**src/rtl/inst_predecoder_pkg.sv**
```systemverilog
// Shared core definitions: RV32I major opcodes, compact controller opcodes,
// compact ALU codes and the decoded-entry layout buffered by the predecoder.
package inst_predecoder_pkg;

  localparam logic [6:0] OPC_OP     = 7'b0110011;
  localparam logic [6:0] OPC_LOAD   = 7'b0000011;
  localparam logic [6:0] OPC_OPIMM  = 7'b0010011;
  localparam logic [6:0] OPC_JALR   = 7'b1100111;
  localparam logic [6:0] OPC_STORE  = 7'b0100011;
  localparam logic [6:0] OPC_JAL    = 7'b1101111;
  localparam logic [6:0] OPC_BRANCH = 7'b1100011;
  localparam logic [6:0] OPC_LUI    = 7'b0110111;

  localparam logic [6:0] F7_BASE = 7'b0000000;
  localparam logic [6:0] F7_ALT  = 7'b0100000;

  localparam logic [6:0] CO_ALU_R   = 7'd0;
  localparam logic [6:0] CO_LW      = 7'd1;
  localparam logic [6:0] CO_ADDI    = 7'd2;
  localparam logic [6:0] CO_XORI    = 7'd3;
  localparam logic [6:0] CO_ORI     = 7'd4;
  localparam logic [6:0] CO_SLTI    = 7'd5;
  localparam logic [6:0] CO_JALR    = 7'd6;
  localparam logic [6:0] CO_SW      = 7'd7;
  localparam logic [6:0] CO_JAL     = 7'd8;
  localparam logic [6:0] CO_BEQ     = 7'd9;
  localparam logic [6:0] CO_BNE     = 7'd10;
  localparam logic [6:0] CO_BLT     = 7'd11;
  localparam logic [6:0] CO_BGE     = 7'd12;
  localparam logic [6:0] CO_LUI     = 7'd13;
  localparam logic [6:0] CO_ILLEGAL = 7'h7F;

  localparam logic [2:0] ALU_ADD = 3'b000;
  localparam logic [2:0] ALU_SUB = 3'b001;
  localparam logic [2:0] ALU_AND = 3'b010;
  localparam logic [2:0] ALU_OR  = 3'b011;
  localparam logic [2:0] ALU_SLT = 3'b100;
  localparam logic [2:0] ALU_XOR = 3'b101;

  typedef struct packed {
    logic [6:0]  op;
    logic [2:0]  f3;
    logic [31:0] instr;
    logic        illegal;
  } dec_entry_t;

  function automatic dec_entry_t make_entry(input logic [6:0] op, input logic [2:0] f3,
                                            input logic [31:0] instr, input logic illegal);
    dec_entry_t e;
    e.op      = op;
    e.f3      = f3;
    e.instr   = instr;
    e.illegal = illegal;
    return e;
  endfunction

endpackage

```
**src/rtl/inst_predecoder_rv_op_mapper.sv**
```systemverilog
// Purely combinational RV32I opcode/funct mapping onto the compact controller
// opcode and ALU function code; anything unsupported maps to the illegal code.
module rv_op_mapper
  import inst_predecoder_pkg::*;
(
  input  logic [6:0] opcode_i,
  input  logic [2:0] funct3_i,
  input  logic [6:0] funct7_i,
  output logic [6:0] op_o,
  output logic [2:0] f3_o,
  output logic       illegal_o
);

  // Opcode/funct decode; defaults describe the illegal encoding
  always_comb begin
    op_o      = CO_ILLEGAL;
    f3_o      = 3'b000;
    illegal_o = 1'b1;
    case (opcode_i)
      OPC_OP: begin
        if (funct7_i == F7_BASE) begin
          case (funct3_i)
            3'b000:  begin op_o = CO_ALU_R; f3_o = ALU_ADD; illegal_o = 1'b0; end
            3'b111:  begin op_o = CO_ALU_R; f3_o = ALU_AND; illegal_o = 1'b0; end
            3'b110:  begin op_o = CO_ALU_R; f3_o = ALU_OR;  illegal_o = 1'b0; end
            3'b010:  begin op_o = CO_ALU_R; f3_o = ALU_SLT; illegal_o = 1'b0; end
            3'b100:  begin op_o = CO_ALU_R; f3_o = ALU_XOR; illegal_o = 1'b0; end
            default: begin op_o = CO_ILLEGAL; f3_o = 3'b000; illegal_o = 1'b1; end
          endcase
        end else if ((funct7_i == F7_ALT) && (funct3_i == 3'b000)) begin
          op_o = CO_ALU_R; f3_o = ALU_SUB; illegal_o = 1'b0;
        end else begin
          op_o = CO_ILLEGAL; f3_o = 3'b000; illegal_o = 1'b1;
        end
      end
      OPC_LOAD: begin
        if (funct3_i == 3'b010) begin
          op_o = CO_LW; f3_o = funct3_i; illegal_o = 1'b0;
        end else begin
          op_o = CO_ILLEGAL; f3_o = 3'b000; illegal_o = 1'b1;
        end
      end
      OPC_OPIMM: begin
        case (funct3_i)
          3'b000:  begin op_o = CO_ADDI; f3_o = funct3_i; illegal_o = 1'b0; end
          3'b100:  begin op_o = CO_XORI; f3_o = funct3_i; illegal_o = 1'b0; end
          3'b110:  begin op_o = CO_ORI;  f3_o = funct3_i; illegal_o = 1'b0; end
          3'b010:  begin op_o = CO_SLTI; f3_o = funct3_i; illegal_o = 1'b0; end
          default: begin op_o = CO_ILLEGAL; f3_o = 3'b000; illegal_o = 1'b1; end
        endcase
      end
      OPC_JALR: begin
        op_o = CO_JALR; f3_o = funct3_i; illegal_o = 1'b0;
      end
      OPC_STORE: begin
        if (funct3_i == 3'b010) begin
          op_o = CO_SW; f3_o = funct3_i; illegal_o = 1'b0;
        end else begin
          op_o = CO_ILLEGAL; f3_o = 3'b000; illegal_o = 1'b1;
        end
      end
      OPC_JAL: begin
        op_o = CO_JAL; f3_o = funct3_i; illegal_o = 1'b0;
      end
      OPC_BRANCH: begin
        case (funct3_i)
          3'b000:  begin op_o = CO_BEQ; f3_o = funct3_i; illegal_o = 1'b0; end
          3'b001:  begin op_o = CO_BNE; f3_o = funct3_i; illegal_o = 1'b0; end
          3'b100:  begin op_o = CO_BLT; f3_o = funct3_i; illegal_o = 1'b0; end
          3'b101:  begin op_o = CO_BGE; f3_o = funct3_i; illegal_o = 1'b0; end
          default: begin op_o = CO_ILLEGAL; f3_o = 3'b000; illegal_o = 1'b1; end
        endcase
      end
      OPC_LUI: begin
        op_o = CO_LUI; f3_o = funct3_i; illegal_o = 1'b0;
      end
      default: begin
        op_o = CO_ILLEGAL; f3_o = 3'b000; illegal_o = 1'b1;
      end
    endcase
  end

endmodule

```
**src/rtl/inst_predecoder.sv**
```systemverilog
// Instruction predecoder: decodes raw RV32I words on entry and buffers the
// decoded entries in a DEPTH-deep FIFO feeding the core controller.
module inst_predecoder
  import inst_predecoder_pkg::*;
#(
  parameter int DEPTH = 2
) (
  input  logic        clk,
  input  logic        rst,
  input  logic        in_valid,
  input  logic [31:0] in_instr,
  output logic        in_ready,
  input  logic        flush,
  output logic        out_valid,
  input  logic        out_ready,
  output logic [6:0]  out_op,
  output logic [2:0]  out_f3,
  output logic [31:0] out_instr,
  output logic        out_illegal,
  output logic [7:0]  illegal_cnt
);

  localparam int PTR_W = $clog2(DEPTH);
  localparam int CNT_W = PTR_W + 1;
  localparam logic [CNT_W-1:0] DEPTH_C = CNT_W'(DEPTH);

  logic [PTR_W-1:0] wr_ptr_q, wr_ptr_d;
  logic [PTR_W-1:0] rd_ptr_q, rd_ptr_d;
  logic [CNT_W-1:0] count_q, count_d;
  logic [7:0]       ill_cnt_q, ill_cnt_d;
  dec_entry_t       mem_q [DEPTH];

  logic [6:0]  map_op_s;
  logic [2:0]  map_f3_s;
  logic        map_ill_s;
  dec_entry_t  in_entry_s;
  dec_entry_t  head_s;
  logic        push_s;
  logic        pop_s;

  rv_op_mapper u_mapper (
    .opcode_i  (in_instr[6:0]),
    .funct3_i  (in_instr[14:12]),
    .funct7_i  (in_instr[31:25]),
    .op_o      (map_op_s),
    .f3_o      (map_f3_s),
    .illegal_o (map_ill_s)
  );

  assign in_entry_s = make_entry(map_op_s, map_f3_s, in_instr, map_ill_s);
  assign head_s     = mem_q[rd_ptr_q];

  // Handshakes are gated by reset so nothing is offered or accepted while it is held
  assign in_ready  = !rst && (count_q < DEPTH_C) && !flush;
  assign out_valid = !rst && (count_q != {CNT_W{1'b0}});
  assign push_s    = in_valid && in_ready;
  assign pop_s     = out_valid && out_ready;

  assign out_op      = out_valid ? head_s.op      : 7'd0;
  assign out_f3      = out_valid ? head_s.f3      : 3'd0;
  assign out_instr   = out_valid ? head_s.instr   : 32'd0;
  assign out_illegal = out_valid ? head_s.illegal : 1'b0;
  assign illegal_cnt = ill_cnt_q;

  // Next-state for pointers, occupancy and the illegal counter; flush wins over push/pop
  always_comb begin
    wr_ptr_d  = wr_ptr_q;
    rd_ptr_d  = rd_ptr_q;
    count_d   = count_q;
    ill_cnt_d = ill_cnt_q;
    if (flush) begin
      wr_ptr_d = {PTR_W{1'b0}};
      rd_ptr_d = {PTR_W{1'b0}};
      count_d  = {CNT_W{1'b0}};
    end else begin
      if (push_s) begin
        wr_ptr_d = wr_ptr_q + PTR_W'(1);
      end else begin
        wr_ptr_d = wr_ptr_q;
      end
      if (pop_s) begin
        rd_ptr_d = rd_ptr_q + PTR_W'(1);
      end else begin
        rd_ptr_d = rd_ptr_q;
      end
      case ({push_s, pop_s})
        2'b10:   count_d = count_q + CNT_W'(1);
        2'b01:   count_d = count_q - CNT_W'(1);
        default: count_d = count_q;
      endcase
    end
    if (push_s && in_entry_s.illegal && (ill_cnt_q != 8'hFF)) begin
      ill_cnt_d = ill_cnt_q + 8'd1;
    end else begin
      ill_cnt_d = ill_cnt_q;
    end
  end

  // Control state registers with synchronous reset
  always_ff @(posedge clk) begin
    if (rst) begin
      wr_ptr_q  <= {PTR_W{1'b0}};
      rd_ptr_q  <= {PTR_W{1'b0}};
      count_q   <= {CNT_W{1'b0}};
      ill_cnt_q <= 8'd0;
    end else begin
      wr_ptr_q  <= wr_ptr_d;
      rd_ptr_q  <= rd_ptr_d;
      count_q   <= count_d;
      ill_cnt_q <= ill_cnt_d;
    end
  end

  // Entry storage needs no reset; occupancy alone decides what is visible
  always_ff @(posedge clk) begin
    if (push_s) begin
      mem_q[wr_ptr_q] <= in_entry_s;
    end
  end

endmodule

```
**config.mk**
```make
export PLATFORM = sky130hd
export DESIGN_NAME = inst_predecoder
export DESIGN_NICKNAME = d
export VERILOG_FILES = /design/src/rtl/inst_predecoder_pkg.sv /design/src/rtl/inst_predecoder_rv_op_mapper.sv /design/src/rtl/inst_predecoder.sv
export SDC_FILE = /design/constraint.sdc
export NUM_CORES = 1
export LEC_CHECK = 0
export CORE_MARGIN = 2
export CORE_UTILIZATION = 45
export DETAILED_ROUTE_END_ITERATION = 8
export PLACE_DENSITY = 0.75
export SLEW_MARGIN = 10
export SYNTH_ARGS = -nofsm -noshare
export SYNTH_HDL_FRONTEND = slang
export SYNTH_SLANG_ARGS = --single-unit
```
**constraint.sdc**
```tcl
create_clock -name clk -period 9.9 [get_ports clk]
set_input_delay 1.98 -clock clk [delete_from_list [all_inputs] [get_ports clk]]
set_output_delay 1.98 -clock clk [all_outputs]
set_load 0.005 [all_outputs]
```
==> impl_results.md <==
* Skew-Pair Late Insertion Delay at 0.35 ns
* Sequential share of the synthesized area at 0.6406
* Largest delay contributor family on the critical path: buffers and inverters
* GP Congestion at 0.8793
* Cell repeated most along the worst path: clkdlybuf4s50_1
* Async SR Flop Fraction at 0
* Synth area leaders: edfxtp_1 58%, mux2i_1 10%, dfxtp_1 6.1%
* CTS Root Cell: clkbuf_8
* RSZ-0062 raised after global routing: false
* Pre-CTS setup slack at approximately 3.8 ns
* Vias at 2933
* Fillers at between 700 and 800
* Detailed Place HPWL at approximately 5.6 mm
* Synthesized area at approximately 4300 µm²
* Post-CTS Setup Bufs at 0
* Largest net degree at the start of global routing at between 40 and 50
* Req. time, crit path at around 8 ns
* Net count reported at finish at ~460
* Layout cells sized above 1 at 0.05938
* Clock buffer depth at 2
* Worst path max stage delay at between 0.7 and 0.8 ns
* Rows at 35
* Critical Path End Type: output pin
* Vias in the first global route at approximately 2900
* Die area at just over 10000 µm²
* F_max at 0.1664 GHz
* Die X at slightly above 100 µm
* Tot Pwr at approximately 750 µW
* Slew HR at 0.2670
* Top-level I/O count at 90
* GRT overflow at 0
* Yosys Warn Count at 0
* Syn-to-layout area delta at 27.11%
* Yosys cell types at 50
* WL final at roughly 8.6 mm
* Final WS setup at 3.890 ns
* Startpoint types: input pin
* Post-synth EDFFs at 82
* Clk pin slew, worst setup/hold paths at 0.09 ns
* Most frequent cells in the layout: 89 x clkdlybuf4s50_1, 82 x edfxtp_1, 49 x nor2_1, 43 x mux2i_1, 16 x nand2_1
* PwrDens at about 140 nW/µm²
* H-tree depth at 3
* Finished layout cell area at ~5400 µm²
* Critical path type: in2out
* ANT nets after route at 0
* Avg Synthesized Cell Area at 12.61 µm²
* Count of maximum capacitance violations at 0
* Crit path cell chain: clkdlybuf4s50_1 > inv_1 > o21ai_4 > nor2_1 > clkdlybuf4s50_1
* Die H at between 100 and 150 µm
* Ys flop type: edfxtp_1
* CTS tree: built
* # DRC at 0
* PortBufs at 89
* Synth Net Count at between 300 and 400
* Gate Count Post-Synth at around 340
* Synth Register Bits at between 90 and 100
* Clk_skew at between 0.008 and 0.009 ns
* Final period util at 0.6071
* Starting Density at 0.4622
* Most common cell after layout, fill and taps aside: clkdlybuf4s50_1
* TNS Setup at 0 ns
* Average vias per placed instance at 5.513
* Clock Sinks at 95
* Core area at a little over 9000 µm²
* Dpl cells at 517
* Leakage at between 1.5 and 2 nW
* Crit path DAT at around 4.0 ns
* Total global-route track usage at 0.1788
* Post-layout minimum cycle time at approximately 6.0 ns
* Final hold vios at 0
* Violation count after the first detailed-route iteration at 149
* Resize count post-CTS at 0
* Status: finished clean
* Hold_buf cts at 0
* First-pass GRT wire length at between 10 and 15 mm
* Post-synth top area cell: edfxtp_1
* Worst Tran Pin Value at between 1 and 1.5 ns
* Initial antenna violation count at 0
* CP max stage cell: clkdlybuf4s50_1
* Worst min path class: reg2reg
* DP Area at 5211 µm²
* Antenna Cells at 0
* Peak VDD IR at roughly 0.000067 V
* Synth top area share at 0.5793
* Bufs and invs on worst path at 3
* Pins over their slew limit at 0
* DRT Pass-1 Iters at 4
* # setup viols final at 0
* Routed len/inst at 16.15 µm
* Fin cells at between 500 and 600
* Crit Path Max Fanout at 42
* Num CTS Buffers at 9
-- kinds of logic (layout without fill, tap and decap cells) --
family	Yosys count	after routing	share of synthesized area
and+or+nand+nor	117	117	0.1369
DFF	95	95	0.6406
adders and majority gates	2	2	0.005887
xor gates and xnor gates	6	6	0.01236
AOI/OAI and AO/OA	45	45	0.07213
buffers and inverters	29	113	0.03091
muxes	43	43	0.1013
-- layer usage --
| metal | track usage | routed length (µm) | vias to the layer above |
|---|---|---|---|
| met5 | 0 | 0 | - |
| met4 | 0.05717 | 101 | 0 |
| met3 | 0.04555 | 541 | 9 |
| met2 | 0.2980 | 4133 | 104 |
| met1 | 0.2301 | 3814 | 1403 |
| li1 | - | - | 1417 |
-- path summary, 6_finish.rpt --
kind                   from              to  slack [ns]  cells past startpoint
max                     rst       out_op[4]        3.89                      5
min reg2reg  illegal_cnt[5]  illegal_cnt[5]        0.52                      2
max reg2reg      count_q[1]      count_q[1]        7.53                      7
min          illegal_cnt[5]  illegal_cnt[5]        0.52                      2
-- synthesized netlist by cell type, types with 6 or more instances --
cell type,instances
nand3_1,6
mux2i_1,43
a21oi_1,11
o21ai_0,6
inv_1,7
buf_2,6
nor2_1,50
dfxtp_1,13
clkbuf_1,11
edfxtp_1,82
nor3_1,9
nand2_1,16
-- worst register-to-register path, delay by kind of cell, from the launching register on --
kind	cells	cell delay (ns)
AO/OA/AOI/OAI	1	0.88
AND/OR/NAND/NOR	3	0.42
flip-flops	1	0.38
adder cells (fa/ha/maj)	1	0.31
buffers and inverters	1	0.13
XOR/XNOR	1	0.13
-- area by class of cell --
type	instances	area, µm²	share of cell area
clock buffers	9	123.9	0.02293
repair buffers	91	905.9	0.1677
well taps	111	138.9	0.02571
inverters	7	26.28	0.004863
clock inverters	6	67.56	0.01251
flip-flops and latches	95	2724	0.5042
multi-input cells	213	1416	0.2622
-- stage by stage --
| step | hold WS, ns | util |
|---|---|---|
| after floorplan | 0.4767 | - |
| after global placement | 0.4805 | 0.5667 |
| after detailed placement | 0.5017 | 0.5667 |
| final | 0.5202 | 0.5875 |
| after CTS | 0.5175 | 0.5875 |
| after global routing | 0.5381 | 0.5875 |
-- flip-flops by register name, summed over array words and instances (netlist names), named ones only --
| name | cells |
|---|---|
| mem_q | 82 |
| illegal_cnt | 8 |
| count_q | 2 |
| rd_ptr_q | 1 |
| wr_ptr_q | 1 |
-- power by group --
part	total (mW)	internal, mW	switching [mW]
Combinational	0.0516	0.0254	0.0262
Clock	0.252	0.117	0.135
Sequential	0.442	0.440	0.00191
No activity file was read; power rests on OpenSTA's default activity.
